[src/rtl/seq_pattern_gen.sv]
// seq_pattern_gen: serial bit-pattern transmitter.
// Sends a latched pattern MSB-first (bit len-1 first, bit 0 last), one bit per
// clk, repeated repeat_n times (0 = until abort) with `gap` idle cycles between
// repetitions. All outputs are registered.
// Ports:
//   clk       rising-edge clock
//   rst       synchronous active-high reset
//   start     transmission request, sampled only in IDLE
//   pattern   bits to send
//   len       pattern length (0 = start ignored, >MAX_LEN clamps)
//   repeat_n  number of repetitions (0 = continuous)
//   gap       idle cycles between repetitions
//   abort     stop immediately (SEND/GAP only)
//   X         serial data bit, 0 whenever x_valid is 0
//   x_valid   X carries a pattern bit this cycle
//   busy      high in SEND or GAP
//   frame_st  high on the first bit of each repetition
//   done      one-cycle pulse after the final bit of the final repetition
module seq_pattern_gen #(
    parameter int unsigned MAX_LEN = 8,
    parameter int unsigned LEN_W   = 4,
    parameter int unsigned REP_W   = 4,
    parameter int unsigned GAP_W   = 3
) (
    input  logic               clk,
    input  logic               rst,
    input  logic               start,
    input  logic [MAX_LEN-1:0] pattern,
    input  logic [LEN_W-1:0]   len,
    input  logic [REP_W-1:0]   repeat_n,
    input  logic [GAP_W-1:0]   gap,
    input  logic               abort,
    output logic               X,
    output logic               x_valid,
    output logic               busy,
    output logic               frame_st,
    output logic               done
);

    typedef enum logic [1:0] {
        S_IDLE = 2'd0,
        S_SEND = 2'd1,
        S_GAP  = 2'd2
    } state_t;

    localparam logic [LEN_W-1:0] LEN_MAX = LEN_W'(MAX_LEN);
    localparam logic [REP_W-1:0] REP_SAT = '1;

    state_t               state, state_nx;
    logic [MAX_LEN-1:0]   pat_q, pat_nx;
    logic [LEN_W-1:0]     len_q, len_nx;
    logic [REP_W-1:0]     rep_q, rep_nx;
    logic [GAP_W-1:0]     gap_q, gap_nx;
    logic [LEN_W-1:0]     idx, idx_nx;
    logic [REP_W-1:0]     rc, rc_nx;
    logic [GAP_W-1:0]     gcnt, gcnt_nx;
    logic                 x_nx, x_valid_nx, busy_nx, frame_st_nx, done_nx;

    logic [LEN_W-1:0]     len_clamp_c;
    logic [REP_W-1:0]     rc_inc_c;

    // Select bit i of p; shifting avoids an index wider than the vector needs.
    function automatic logic pick_bit(input logic [MAX_LEN-1:0] p,
                                      input logic [LEN_W-1:0]   i);
        logic [MAX_LEN-1:0] s;
        s = p >> i;
        return s[0];
    endfunction

    // Length clamp and saturating repetition count.
    always_comb begin
        len_clamp_c = (len > LEN_MAX) ? LEN_MAX : len;
        rc_inc_c    = (rc == REP_SAT) ? rc : rc + REP_W'(1);
    end

    // Next-state and next-output logic.
    always_comb begin
        state_nx    = state;
        pat_nx      = pat_q;
        len_nx      = len_q;
        rep_nx      = rep_q;
        gap_nx      = gap_q;
        idx_nx      = idx;
        rc_nx       = rc;
        gcnt_nx     = gcnt;
        x_nx        = 1'b0;
        x_valid_nx  = 1'b0;
        busy_nx     = busy;
        frame_st_nx = 1'b0;
        done_nx     = 1'b0;

        unique case (state)
            S_IDLE: begin
                busy_nx = 1'b0;
                if (start && !abort && (len != '0)) begin
                    pat_nx      = pattern;
                    len_nx      = len_clamp_c;
                    rep_nx      = repeat_n;
                    gap_nx      = gap;
                    idx_nx      = len_clamp_c - LEN_W'(1);
                    rc_nx       = REP_W'(1);
                    state_nx    = S_SEND;
                    x_nx        = pick_bit(pattern, len_clamp_c - LEN_W'(1));
                    x_valid_nx  = 1'b1;
                    frame_st_nx = 1'b1;
                    busy_nx     = 1'b1;
                end
            end
            S_SEND: begin
                if (abort) begin
                    state_nx = S_IDLE;
                    busy_nx  = 1'b0;
                end else if (idx != '0) begin
                    idx_nx     = idx - LEN_W'(1);
                    x_nx       = pick_bit(pat_q, idx - LEN_W'(1));
                    x_valid_nx = 1'b1;
                end else if ((rep_q != '0) && (rc == rep_q)) begin
                    state_nx = S_IDLE;
                    busy_nx  = 1'b0;
                    done_nx  = 1'b1;
                end else if (gap_q != '0) begin
                    state_nx = S_GAP;
                    gcnt_nx  = gap_q;
                end else begin
                    // Back-to-back repetition, no idle cycle.
                    idx_nx      = len_q - LEN_W'(1);
                    rc_nx       = rc_inc_c;
                    x_nx        = pick_bit(pat_q, len_q - LEN_W'(1));
                    x_valid_nx  = 1'b1;
                    frame_st_nx = 1'b1;
                end
            end
            S_GAP: begin
                if (abort) begin
                    state_nx = S_IDLE;
                    busy_nx  = 1'b0;
                end else if (gcnt == GAP_W'(1)) begin
                    // Leaving at count 1 yields exactly `gap` idle cycles.
                    state_nx    = S_SEND;
                    idx_nx      = len_q - LEN_W'(1);
                    rc_nx       = rc_inc_c;
                    x_nx        = pick_bit(pat_q, len_q - LEN_W'(1));
                    x_valid_nx  = 1'b1;
                    frame_st_nx = 1'b1;
                end else begin
                    gcnt_nx = gcnt - GAP_W'(1);
                end
            end
            default: begin
                state_nx = S_IDLE;
                busy_nx  = 1'b0;
            end
        endcase
    end

    // State, latched parameters, counters and registered outputs.
    always_ff @(posedge clk) begin
        if (rst) begin
            state    <= S_IDLE;
            pat_q    <= '0;
            len_q    <= '0;
            rep_q    <= '0;
            gap_q    <= '0;
            idx      <= '0;
            rc       <= '0;
            gcnt     <= '0;
            X        <= 1'b0;
            x_valid  <= 1'b0;
            busy     <= 1'b0;
            frame_st <= 1'b0;
            done     <= 1'b0;
        end else begin
            state    <= state_nx;
            pat_q    <= pat_nx;
            len_q    <= len_nx;
            rep_q    <= rep_nx;
            gap_q    <= gap_nx;
            idx      <= idx_nx;
            rc       <= rc_nx;
            gcnt     <= gcnt_nx;
            X        <= x_nx;
            x_valid  <= x_valid_nx;
            busy     <= busy_nx;
            frame_st <= frame_st_nx;
            done     <= done_nx;
        end
    end

endmodule
[config.mk]
export PLATFORM = sky130hd
export DESIGN_NAME = seq_pattern_gen
export DESIGN_NICKNAME = d
export VERILOG_FILES = /design/src/rtl/seq_pattern_gen.sv
export SDC_FILE = /design/constraint.sdc
export NUM_CORES = 1
export LEC_CHECK = 0
export CORE_MARGIN = 5
export CORE_UTILIZATION = 50
export CTS_CLUSTER_DIAMETER = 100
export DETAILED_ROUTE_END_ITERATION = 6
export GPL_ROUTABILITY_DRIVEN = 0
export HOLD_SLACK_MARGIN = 0.1
export PLACE_DENSITY = 0.73
export SYNTH_ARGS = -nofsm -noshare
export SYNTH_HDL_FRONTEND = slang
export SYNTH_SLANG_ARGS = --single-unit
[constraint.sdc]
create_clock -name clk -period 7 [get_ports clk]
set_clock_uncertainty 0.1 [all_clocks]
set_input_delay 2.1 -clock clk [delete_from_list [all_inputs] [get_ports clk]]
set_output_delay 2.1 -clock clk [all_outputs]
set_load 0.01 [all_outputs]
## After elaboration in Yosys (flattened, before gate mapping)

Index checks and enable logic that the tools add are counted.

| word-level totals | value |
|---|---|
| bits of input ports | 23 |
| output and inout port bits | 5 |
| register bits | 37 |

| cells by class | value |
|---|---|
| bitwise operators | 1 |
| mux-type cells | 58 |
| add/subtract/negate cells | 5 |
| shifts and indexed selects | 3 |
| $lt $le $gt $ge | 1 |
| equal/unequal tests | 21 |
| reductions and logical operators | 18 |

Operators by type and width:

| cell | count |
|---|---|
| $mux 4 | 16 |
| $pmux 4 s3 | 2 |
| $shr 8x4->1 | 3 |
| $mux 1 | 21 |
| $ne 2x2->1 const B | 10 |
| $mux 3 | 6 |
| $ne 3x3->1 const B | 5 |
| $mux 2 | 7 |
| $reduce_and 7->1 | 2 |
| $pmux 1 s3 | 4 |
| $reduce_bool 4->1 | 3 |
| $sub 4x1->4 const B | 3 |
| $reduce_and 8->1 | 1 |
| $pmux 2 s3 | 1 |
| $pmux 3 s2 | 1 |
| $reduce_bool 3->1 | 2 |
| $add 4x1->4 const B | 1 |
| $eq 4x4->1 | 1 |
| $eq 4x4->1 const B | 1 |
| $gt 4x4->1 const B | 1 |
| $ne 4x4->1 const B | 1 |
| $reduce_and 4->1 | 1 |
| $reduce_or 4->1 | 1 |
| $eq 3x1->1 const B | 1 |
| 10 further kinds | 12 |

## Depth between registers and ports, before layout

| depth | value |
|---|---|
| depth in word-level cells | 7 |
| mapped depth | 9 |
| mapped depth without buffers | 8 |

## Least setup slack after synthesis

OpenSTA, ideal clock, no wires.

| timing path | value |
|---|---|
| path type | input -> register |
| start point | input len[3] |
| end point | register X |
| slack | 3.173 ns |
| path buffers | 0 |
| stages on the path | 6 |
| library setup time | 0.117 ns |
| arrival time | 3.610 ns |
| cells stage by stage | nand2b_1 ha_1 mux4_2 mux2i_1 o22ai_1 a32o_1 |

| between the ends | value |
|---|---|
| longest elaborated chain between the ends | 6 |

RTL lines:

| element | line | source |
|---|---|---|
| from (decl) | 29 | `input logic [LEN_W-1:0] len,` |
| $gt 4x4->1 | 72 | `len_clamp_c = (len > LEN_MAX) ? LEN_MAX : len;` |
| $mux 4 | 72 |  |
| $sub 4x1->4 | 103 | `x_nx = pick_bit(pattern, len_clamp_c - LEN_W'(1));` |
| $shr 8x4->1 | 66 | `s = p >> i;` |
| $mux 1 * | 95 | `if (start && !abort && (len != '0)) begin` |
| $pmux 1 s3 * | 92 | `unique case (state)` |
| to (signal assigned) | 181 | `X <= x_nx;` |
| to (decl) | 33 | `output logic X,` |

Mark *: on every way between the ends. The rest lies on a longest branch, timed or not.
A chain may end at the register's enable or synchronous reset.

## Final worst setup path

Same ends and word-level chain as after synthesis.

==> impl_metrics.yaml <==
outcome:
  status: "finished clean"
die:
  core.rowCount: 24
  x_dimension_of_the_die_um: 76.0
  boundaryPins: 28
  core_area_mm2: 0.00429
  die_height_um: 76.0
  initial_core_util_pct: 50.8
  die_area_mm2: 0.00578
placed_design:
  place_hpwl_um: 3630
  io_buffer_count: 27
min_path:
  timing.hold.worst_path_depth: 2
  hold_class: "reg2reg"
clocking:
  cts.reportedPaths.clkPinSlew_ns: 0.08
  cts_sinks: 37
  cts-htree-levels: 2
  ctsResizeCount: 0
  tritoncts: "built"
  post-cts-setup-buffers: 0
  worst_skew_pair.late_latency_ns: 0.29
  max-clock-path-buffers: 2
  post_cts_hold_buffer_count: 0
  cts_buffers: 5
  clock-root-buffer: "sky130_fd_sc_hd__clkbuf_8"
final_layout:
  multiInputGateArea_mm2: 0.00134
  final_nets: 322
  area.sequential_um2: 741
  fillerInstances: 419
  postLayoutCoreUtil_pct: 59.6
  layout_cell_share_with_drive_strength_beyond_1_pct: 7.64
  mostFrequentLayoutCell: "sky130_fd_sc_hd__nand2_1"
  final_cell_mix: "sky130_fd_sc_hd__nand2_1, sky130_fd_sc_hd__dfxtp_1, sky130_fd_sc_hd__a21oi_1, sky130_fd_sc_hd__clkdlybuf4s50_1, sky130_fd_sc_hd__nor2_1"
  areaGrowthSynthToFinish_pct: 17.3
  diodes: 0
synthesis:
  synthFlopType: "sky130_fd_sc_hd__dfxtp_1"
  yosysSeqAreaShare_pct: 34.0
  synthSimpleGateAreaFrac_pct: 22.8
  syn-num-nets: 300
  share_of_synthesized_area_spent_on_multiplexers_pct: 10.2
  syn_area_per_cell_um2: 8.20
  synth_compound_gate_area_share_pct: 18.1
  yosys_warnings: 0
  synth.lib_cells_used.distinct: 45
  synth-xor-area-share_pct: 4.02
  synth-edff-count: 0
  post_synth_fa_ha_maj_area_fraction_pct: 6.31
  async_reset_ff_share_pct: 0
  synthesis.instances: 266
  synth.ff_latch_count: 37
  synth_area_mm2: 0.00218
  synth_top_family_by_area: "simple AND/OR/NAND/NOR gates"
sta:
  worst_slew_pin_slew_ns: 0.742
  count_of_endpoints_failing_hold_in_the_final_timing_report: 0
  worst_max_slew_margin_expressed_relative_to_the_limit_pct: 50.4
  finalSetupViolations: 0
  final_period_minus_worst_setup_slack_ns: 4.20
  post-route-period-util_pct: 59.9
  tns_ns: 0
  maxClockFrequency_mhz: 238
  rsz0062_at_grt: "no"
  final_max_slew_viol_count: 0
global_route:
  global_route_wire_length_before_repair_um: 8450
  antenna_violations_before_repair: 0
  number_of_global_route_vias_before_repair: 1859
  grt_max_degree: 36
  grt_overflow_total: 0
  global_route.usage.total_pct: 17.2
critical_path:
  ff2ff_path_depth: 7
  launch_point_of_the_critical_path: "len[3]"
  critical_path.reg2reg.endpoint: "X"
  worstPathCellList: "clkdlybuf4s50_1, nand2b_1, ha_1, mux4_2, mux2i_1, o22ai_1, a32o_1"
  cpMaxStageDelayCell: "sky130_fd_sc_hd__mux4_2"
  timing.critical_path.arrival_ns: 4.28
  critical_path_endpoint_category: "flop"
  worstPathRequired_ns: 7.08
  worst-path-buf-inv: 1
  setup.worst_path.end: "X"
  timing.setup.critical_path_class: "in2reg"
  critical_path.startpoint_type: "input pin"
  critPathMaxFanout: 5
  cp_num_cells: 7
  r2r_slack_ns: 4.49
  critPathMaxStageDelay_ns: 0.51
  cp_top_family: "multiplexers"
  reg2reg_from: "len_q[0]"
power:
  peakVddDrop_mv: 0.139
  power_switching_share_pct: 37.0
  power.share.combinational_pct: 39.9
  share_clk_of_total_power_pct: 22.4
  power_frac_seq_pct: 37.7
  power-per-cell-area_mw_per_mm2: 267
  cellInternalPower_uw: 431
  cellLeakagePower_uw: 0.000889
  netSwitchingPower_uw: 253
flow_run:
  drv.max_cap_violation_count: 0
detailed_routing:
  vias_after_detailed_routing: 1926
  routed_wire_length_per_instance_um: 14.3
  first_pass_iters: 4
  detailedRoute.firstIterationViolations: 71
  drt-vias-per-instance: 5.66
  drcViolationCount: 0
  drtAntennaViolNets: 0
  totalWireLength_um: 4870
==> layer usage <==
layer | share of wire (%) | GRT usage [%] | vias to the layer above
met5 | 0 | 0 | -
met4 | 1.3 | 5.52 | 0
met3 | 4.8 | 4.37 | 8
met2 | 45 | 27.2 | 43
met1 | 49 | 22.9 | 898
li1 | - | - | 977
==> power by group through the flow <==
stage,combinational (uW),sequential [uW],clock (uW)
5_1_grt,305,262,164
4_1_cts,272,258,156
3_3_place_gp,268,262,0
3_5_place_dp,271,263,0
6_report,273,258,153
2_1_floorplan,212,258,0
==> stage by stage <==
step	instances	worst slack, ns	total power, uW	hold WS [ns]	instance area [um2]
3_3_place_gp	333	2.56	530	0.346	2470
3_5_place_dp	333	2.50	534	0.352	2470
5_1_grt	340	2.64	731	0.379	2560
2_1_floorplan	266	3.17	469	0.332	2180
4_1_cts	340	2.80	686	0.363	2560
6_report	340	2.80	684	0.357	2560
==> sequential cells by signal (all words and copies together), names as in the netlist <==
| register | flops |
|---|---|
| done | 1 |
| rep_q | 4 |
| gap_q | 3 |
| rc | 4 |
| X | 1 |
| x_valid | 1 |
| busy | 1 |
| len_q | 4 |
| gcnt | 3 |
| pat_q | 8 |
| idx | 4 |
| frame_st | 1 |
| state | 2 |
==> Yosys cell counts, drive strengths merged, types with 5 or more instances <==
master,n,area share [%]
nand2b,8,2.3
ha,11,6.3
mux4,5,5.2
nand3,6,1.6
nand2,51,8.8
dfxtp,37,34
xnor2,7,2.8
nor3,6,1.4
clkbuf,11,1.9
o21ai,6,1.5
nor2,19,3.3
inv,13,2.2
mux2i,11,5.0
a21oi,28,6.4
==> cells by family (layout without fill, tap and decap cells) <==
group,after synthesis,count (layout)
simple gates,106,106
compound gates,60,60
flops,37,37
buf+inv,26,48
mux,16,16
fa+ha+maj,11,11
xor+xnor,10,10
==> area by class of cell <==
class | instances | area share [%]
Timing Repair Buffer | 28 | 10.9
Tap cell | 52 | 2.54
Multi-Input combinational cell | 203 | 52.4
Clock buffer | 7 | 3.37
Inverter | 13 | 1.91
Sequential cell | 37 | 28.9
==> worst reg2reg max path, delay by kind of cell (launching register included) <==
| kind | cells | cell delay, ns |
|---|---|---|
| compound gates | 2 | 0.35 |
| xor+xnor | 1 | 0.24 |
| fa+ha+maj | 1 | 0.24 |
| buf+inv | 1 | 0.09 |
| flops | 1 | 0.56 |
| mux | 1 | 0.53 |
| simple gates | 1 | 0.37 |
==> worst min path at each step <==
stage                       start      end
after floorplan           gcnt[1]  gcnt[1]
after global placement    gcnt[1]  gcnt[1]
final                     gcnt[1]  gcnt[1]
after global routing      gcnt[1]  gcnt[1]
after CTS                 gcnt[1]  gcnt[1]
after detailed placement  gcnt[1]  gcnt[1]
No activity file was read; power rests on OpenSTA's default activity.
